## src/rtl/decode_ctrl_pkg.sv

```systemverilog
// Shared types and widths for the decode issue controller.
//   INSTR_W / NPC_W : instruction word and next-PC widths
//   ENTRY_W         : width of one buffered {instr, npc} pair
//   dec_state_e     : issue-controller FSM state
package decode_ctrl_pkg;

    localparam int INSTR_W = 16;
    localparam int NPC_W   = 16;
    localparam int ENTRY_W = INSTR_W + NPC_W;

    typedef enum logic [1:0] {
        IDLE  = 2'd0,
        RUN   = 2'd1,
        HOLD  = 2'd2,
        FLUSH = 2'd3
    } dec_state_e;

endpackage

```

## src/rtl/instr_fifo.sv

```systemverilog
// Instruction buffer: DEPTH entries of {instr, npc}, head read combinationally.
//   clk, rst   : clock, async active-low reset (pointers and count only)
//   clr        : synchronous clear of pointers and count
//   push/wdata : write wdata at the tail
//   pop        : advance the head
//   rdata      : current head entry
//   count      : occupancy, 0..DEPTH
module instr_fifo
    import decode_ctrl_pkg::*;
#(
    parameter int DEPTH = 4
) (
    input  logic                    clk,
    input  logic                    rst,
    input  logic                    clr,
    input  logic                    push,
    input  logic                    pop,
    input  logic [ENTRY_W-1:0]      wdata,
    output logic [ENTRY_W-1:0]      rdata,
    output logic [$clog2(DEPTH):0]  count
);

    localparam int PW = $clog2(DEPTH);
    localparam int CW = PW + 1;
    localparam logic [PW-1:0] PTR_ONE = PW'(1);
    localparam logic [CW-1:0] CNT_ONE = CW'(1);

    logic [ENTRY_W-1:0] mem [DEPTH];
    logic [PW-1:0]      wr_ptr;
    logic [PW-1:0]      rd_ptr;

    // DEPTH is a power of two, so pointers wrap naturally.
    always_ff @(posedge clk or negedge rst) begin
        if (!rst) begin
            wr_ptr <= '0;
            rd_ptr <= '0;
            count  <= '0;
        end else if (clr) begin
            wr_ptr <= '0;
            rd_ptr <= '0;
            count  <= '0;
        end else begin
            if (push) wr_ptr <= wr_ptr + PTR_ONE;
            if (pop)  rd_ptr <= rd_ptr + PTR_ONE;
            if (push && !pop)
                count <= count + CNT_ONE;
            else if (pop && !push)
                count <= count - CNT_ONE;
        end
    end

    // Storage is deliberately left unreset; occupancy alone defines validity.
    always_ff @(posedge clk) begin
        if (push && !clr)
            mem[wr_ptr] <= wdata;
    end

    assign rdata = mem[rd_ptr];

endmodule

```

## src/rtl/decode_issue_ctrl.sv

```systemverilog
// Decode issue controller: buffers fetched {instr, npc} pairs and issues them
// in order to decode, one per cycle, honouring stall and flush.
//   clk, rst                      : clock, async active-low reset
//   fetch_valid/instr/npc         : word offered by fetch
//   fetch_ready                   : buffer can accept a word this cycle
//   stall                         : decode cannot take a new instruction
//   flush                         : redirect; drop everything buffered
//   instr_dout, npc_in            : registered word presented to decode
//   enable_decode                 : one-cycle strobe marking a new word
//   count                         : buffer occupancy
//
// state | meaning
// IDLE  | buffer empty
// RUN   | words buffered, issuing when not stalled
// HOLD  | words buffered, decode stalled
// FLUSH | one cycle after a flush; fetch blocked
module decode_issue_ctrl
    import decode_ctrl_pkg::*;
#(
    parameter int DEPTH = 4
) (
    input  logic                    clk,
    input  logic                    rst,
    input  logic                    fetch_valid,
    input  logic [INSTR_W-1:0]      fetch_instr,
    input  logic [NPC_W-1:0]        fetch_npc,
    output logic                    fetch_ready,
    input  logic                    stall,
    input  logic                    flush,
    output logic [INSTR_W-1:0]      instr_dout,
    output logic [NPC_W-1:0]        npc_in,
    output logic                    enable_decode,
    output logic [$clog2(DEPTH):0]  count
);

    localparam int CW = $clog2(DEPTH) + 1;
    localparam logic [CW-1:0] FULL_CNT = CW'(DEPTH);
    localparam logic [CW-1:0] ONE_CNT  = CW'(1);

    dec_state_e         state;
    dec_state_e         state_nxt;
    logic               push;
    logic               issue;
    logic [ENTRY_W-1:0] head;

    instr_fifo #(.DEPTH(DEPTH)) u_fifo (
        .clk   (clk),
        .rst   (rst),
        .clr   (flush),
        .push  (push),
        .pop   (issue),
        .wdata ({fetch_instr, fetch_npc}),
        .rdata (head),
        .count (count)
    );

    always_ff @(posedge clk or negedge rst) begin
        if (!rst)
            state <= IDLE;
        else
            state <= state_nxt;
    end

    always_comb begin
        state_nxt = state;
        if (flush) begin
            state_nxt = FLUSH;
        end else begin
            unique case (state)
                IDLE:  if (push) state_nxt = RUN;
                RUN: begin
                    if (stall)
                        state_nxt = HOLD;
                    else if (issue && count == ONE_CNT && !push)
                        state_nxt = IDLE;
                end
                HOLD:  if (!stall) state_nxt = RUN;
                FLUSH: state_nxt = IDLE;
                default: state_nxt = IDLE;
            endcase
        end
    end

    // fetch_ready ignores a same-cycle pop so a full buffer never chains
    // push readiness through the issue path.
    always_comb begin
        fetch_ready = (count < FULL_CNT) && (state != FLUSH);
        push        = fetch_valid && fetch_ready && !flush;
        issue       = (state == RUN) && (count != '0) && !stall && !flush;
    end

    always_ff @(posedge clk or negedge rst) begin
        if (!rst) begin
            enable_decode <= 1'b0;
            instr_dout    <= '0;
            npc_in        <= '0;
        end else begin
            enable_decode <= issue;
            if (issue) begin
                instr_dout <= head[ENTRY_W-1:NPC_W];
                npc_in     <= head[NPC_W-1:0];
            end
        end
    end

endmodule

```

## config.mk

```make
export PLATFORM = sky130hd
export DESIGN_NAME = decode_issue_ctrl
export DESIGN_NICKNAME = d
export VERILOG_FILES = /design/src/rtl/decode_ctrl_pkg.sv /design/src/rtl/instr_fifo.sv /design/src/rtl/decode_issue_ctrl.sv
export SDC_FILE = /design/constraint.sdc
export NUM_CORES = 1
export LEC_CHECK = 0
export CORE_ASPECT_RATIO = 1.25
export CORE_MARGIN = 2
export CORE_UTILIZATION = 25
export DETAILED_ROUTE_END_ITERATION = 6
export PLACE_DENSITY_LB_ADDON = 0.12
export SETUP_SLACK_MARGIN = 0.05
export SYNTH_ARGS = -nofsm -noshare
export SYNTH_HDL_FRONTEND = slang
export SYNTH_SLANG_ARGS = --single-unit
export TNS_END_PERCENT = 30
```

## constraint.sdc

```tcl
create_clock -name clk -period 2 [get_ports clk]
set_input_delay 0.2 -clock clk [delete_from_list [all_inputs] [get_ports clk]]
set_output_delay 0.2 -clock clk [all_outputs]
set_load 0.01 [all_outputs]
```

==> impl.org <==
** Drt
- Pre-Repair DR Iteration Count :: 4
- The routed design has 13590 um of wire.
- After the first detailed-routing iteration, the DRC count stood at 153.
- In the routed layout, each cell is associated on average with a via count of 4.161.
- For this block, the via count after detailed routing is 3150.
- Wire per inst :: 17.95 um
- Detail Route Antenna Nets :: 0
- In the routed design, unresolved DRC markers number 0.

** Clock tree
- The H-tree was split into 4 levels.
- Buffer depth of the longest clock path :: 2
- Clock transition at the register clock pins on the worst setup and hold paths after CTS :: 0.07 ns
- Clock network latency to the later pin of the worst-skew pair :: 0.42 ns
- In this run the clock root is driven by a clkbuf_16.
- Total setup buffers inserted after CTS :: 0
- TritonCTS built the clock tree.
- CTS saw 170 sinks.
- Total clock buffers created by CTS :: 17

** Critical path
- Data on the critical path arrives at its endpoint at 1.64 ns.
- Critical Path, Cell by Cell :: a21oi_1, clkdlybuf4s50_1
- On the worst path, the slowest cell contributes a delay of 0.55 ns.
- The startpoint identified for the worst register-to-register timing path is state[0].
- The setup path with the least slack is of type flip-flop to primary output.
- Category of the worst setup path capture point :: primary output
- Slowest cell on crit path :: clkdlybuf4s50_1
- In this design, the largest share of critical-path delay is due to buffers and inverters.
- For the worst flop-to-flop path, the logic depth is 4.
- Terminus of the critical flop-to-flop path :: instr_dout[6]
- Required time of the critical path :: 1.80 ns
- Type of origin of the critical path :: flip-flop
- The critical path starts at u_fifo.count[2].
- Buffer and inverter count on the worst path :: 1
- In this run the worst path has a maximum fanout of 8.
- Slack of the worst reg-to-reg path :: 0.17 ns

** Placed design
- Half-perimeter wire length after detailed placement :: 8694 um
- At the end of routability-driven placement, the weighted congestion stood at 0.6705.
- The count of buffers added on input and output ports is 73.
- Number of placed cells counting well taps :: 724
- Before CTS, the worst setup slack after placement is -0.03932 ns.

** Global routing
- Pin count of the biggest net entering global routing :: 34
- Global routing finished with a remaining overflow of 0.
- The first global-routing pass estimated 20830 um of wire.
- In the global route stage, overall resource usage came out at 10.70%.
- Number of global-route vias before repair :: 3578
- Antenna violations before repair :: 0

** Pwr
- In this run the static leakage power is 0.002898 uW.
- Internal power component :: 6926 uW
- Summing internal, switching and leakage power gives 9067 uW.
- Combinational logic burns 17.7% of the power.
- Of the total power, the share spent switching nets is 23.61%.
- Across the VDD grid, the largest voltage drop is 0.5432 mV.
- Registers are responsible for 48.8% of the overall power.
- The clock network burns 33.4% of the power.
- P_sw :: 2141 uW
- In this run the power density over the cells is 1074 nW/um^2.

** STA
- Final Setup Violations :: 0
- Final worst clock skew :: 0.009489 ns
- Setup repair after global routing left no endpoint under its margin.
- Period utilization :: 91.80%
- Hold timing on the final database bottoms out at a slack of 0.2341 ns.
- Max Clk Rate :: 544.6 MHz
- After layout, the worst setup slack is 0.1639 ns.
- Min cycle time layout :: 1.836 ns
- Tightest Pin Transition :: 0.3788 ns
- The number of max-slew violations in the final report came to 0.
- Worst relative slew slack :: 74.75%
- The hold violation total from the final report came to 0.

** Synth
- Synthesis-stage register bit count :: 170
- Number of distinct library cells after synthesis :: 34
- Proportion of register bits with asynchronous set or reset after synthesis :: 24.71%
- Number of enable flip-flop cells after synthesis :: 128
- The synthesized design spends more area on one cell type than any other, namely edfxtp_1.
- Sequential share of the synthesized area :: 75.71%
- Averaged over all synthesized cells, the footprint is 21.48 um^2.
- Post-synth design cell area :: 6465 um^2
- Top-area cell type share of the netlist area :: 59.45%
- When the netlist entered floorplanning its net count stood at 346.
- Primary FF master, synth :: edfxtp_1
- Top cells by area, synth :: edfxtp_1, dfrtp_1, mux4_2
- Warnings from Yosys :: 0
- Counting every instance in the synthesized netlist gives 301.

** Floorplanning
- The die is 147.8 um wide.
- Count of boundary I/O pins :: 74
- The die is 183.8 um tall.
- The floorplan has 65 rows.
- Area of the die :: 27170 um^2
- Placeable core region :: 25370 um^2
- The initial utilization of the core area, before any placement, comes to 25.48%.

** Finish
- Area growth syn-to-layout :: 30.60%
- Commonest cells after routing, fill and taps aside :: edfxtp_1, clkdlybuf4s50_1, dfrtp_1
- Nets :: 454
- The sequential cells in the finished layout cover a total of 4897 um^2.
- Ant diodes :: 0
- Filler Cell Count :: 2476
- Proportion of layout cells with a drive suffix above 1 :: 30.57%
- The library cell used most frequently in the layout, excluding fill and tap cells, is edfxtp_1.
- Non-filler instance count after layout :: 757
- Multi-input logic area :: 1491 um^2

** Min path
- Path type of the worst min-delay path :: input pin to async pin

** Outcome
- Result of the run :: complete, no violations

** Flow run
- Total of max-cap violations :: 0
## what timing repair did
item / in CTS / in global routing
hold buffers: 1 / 0
gates cloned: 0 / 0
gates resized for setup: 1 / 1
endpoints found under the hold margin: 13 / 0
setup endpoints to repair: 1 / 9
## per-layer routing
metal,up-vias,track usage [%],wire length (um)
li1,1410,-,-
met1,1672,12.37,5740
met2,55,19.27,7263
met3,13,2.630,390
met4,0,3.771,193
met5,-,0,0
## state kept, by name, indices dropped and copies added, names as in the netlist
| name | flops |
|---|---|
| enable_decode | 1 |
| instr_dout | 16 |
| npc_in | 16 |
| state | 2 |
| u_fifo.count | 3 |
| u_fifo.mem | 128 |
| u_fifo.rd_ptr | 2 |
| u_fifo.wr_ptr | 2 |
## layout make-up
| cell class | instances | share of cell area, % |
|---|---|---|
| Multi-Input combinational cell | 114 | 17.66 |
| Sequential cell | 170 | 58.00 |
| Inverter | 5 | 0.2223 |
| Clock buffer | 22 | 5.261 |
| Timing Repair Buffer | 101 | 12.74 |
| Tap cell | 335 | 4.964 |
| Clock inverter | 10 | 1.141 |
## worst register-to-register path, stage by stage (launching register included)
cell     delay [ns]
dfrtp_1        0.43
or3b_4         0.43
nor3_4         0.25
buf_12         0.24
mux2_2         0.37
## cell usage after synthesis, drive strengths merged (2+ instances only)
master,count
nor3b,3
dfrtp,42
ha,8
buf,8
nand2,2
mux2,32
edfxtp,128
xnor2,3
clkbuf,4
nor2b,2
nor2,10
and2,4
inv,5
mux4,32
a21oi,2
## cells by family after synthesis
family | after synthesis | synth area share (%)
flops | 170 | 75.71
fa+ha+maj | 9 | 1.703
simple gates | 27 | 2.516
mux | 65 | 16.88
compound gates | 8 | 0.8905
xor+xnor | 5 | 0.8903
buf+inv | 17 | 1.413
## per-stage QoR
step | instance area [um^2] | util (%) | TNS (ns)
CTS | 8438 | 33.25 | 0
detailed placement | 7885 | 31.08 | -0.7107
finish | 8443 | 33.27 | 0
global placement | 7885 | 31.08 | -0.9868
global route | 8443 | 33.27 | 0
floorplan | 6467 | - | -10.39
## power by group through the flow
stage / sequential [uW] / combinational [uW] / clock (uW)
floorplan: 4590 / 528 / 0
global placement: 4510 / 1620 / 0
detailed placement: 4520 / 1630 / 0
global route: 4480 / 1740 / 3290
finish: 4430 / 1610 / 3030
CTS: 4450 / 1640 / 3150
## worst max-delay path by stage
stage                                  end  slack, ns  cells past startpoint
final                          fetch_ready       0.16                      2
after global routing            npc_in[14]       0.07                      4
after CTS                  u_fifo.count[1]       0.12                      6
after detailed placement         npc_in[7]      -0.04                      5
after global placement          npc_in[11]      -0.04                      5
after floorplan           u_fifo.mem[2][0]      -0.16                      3
(Power assumes the default switching activity.)
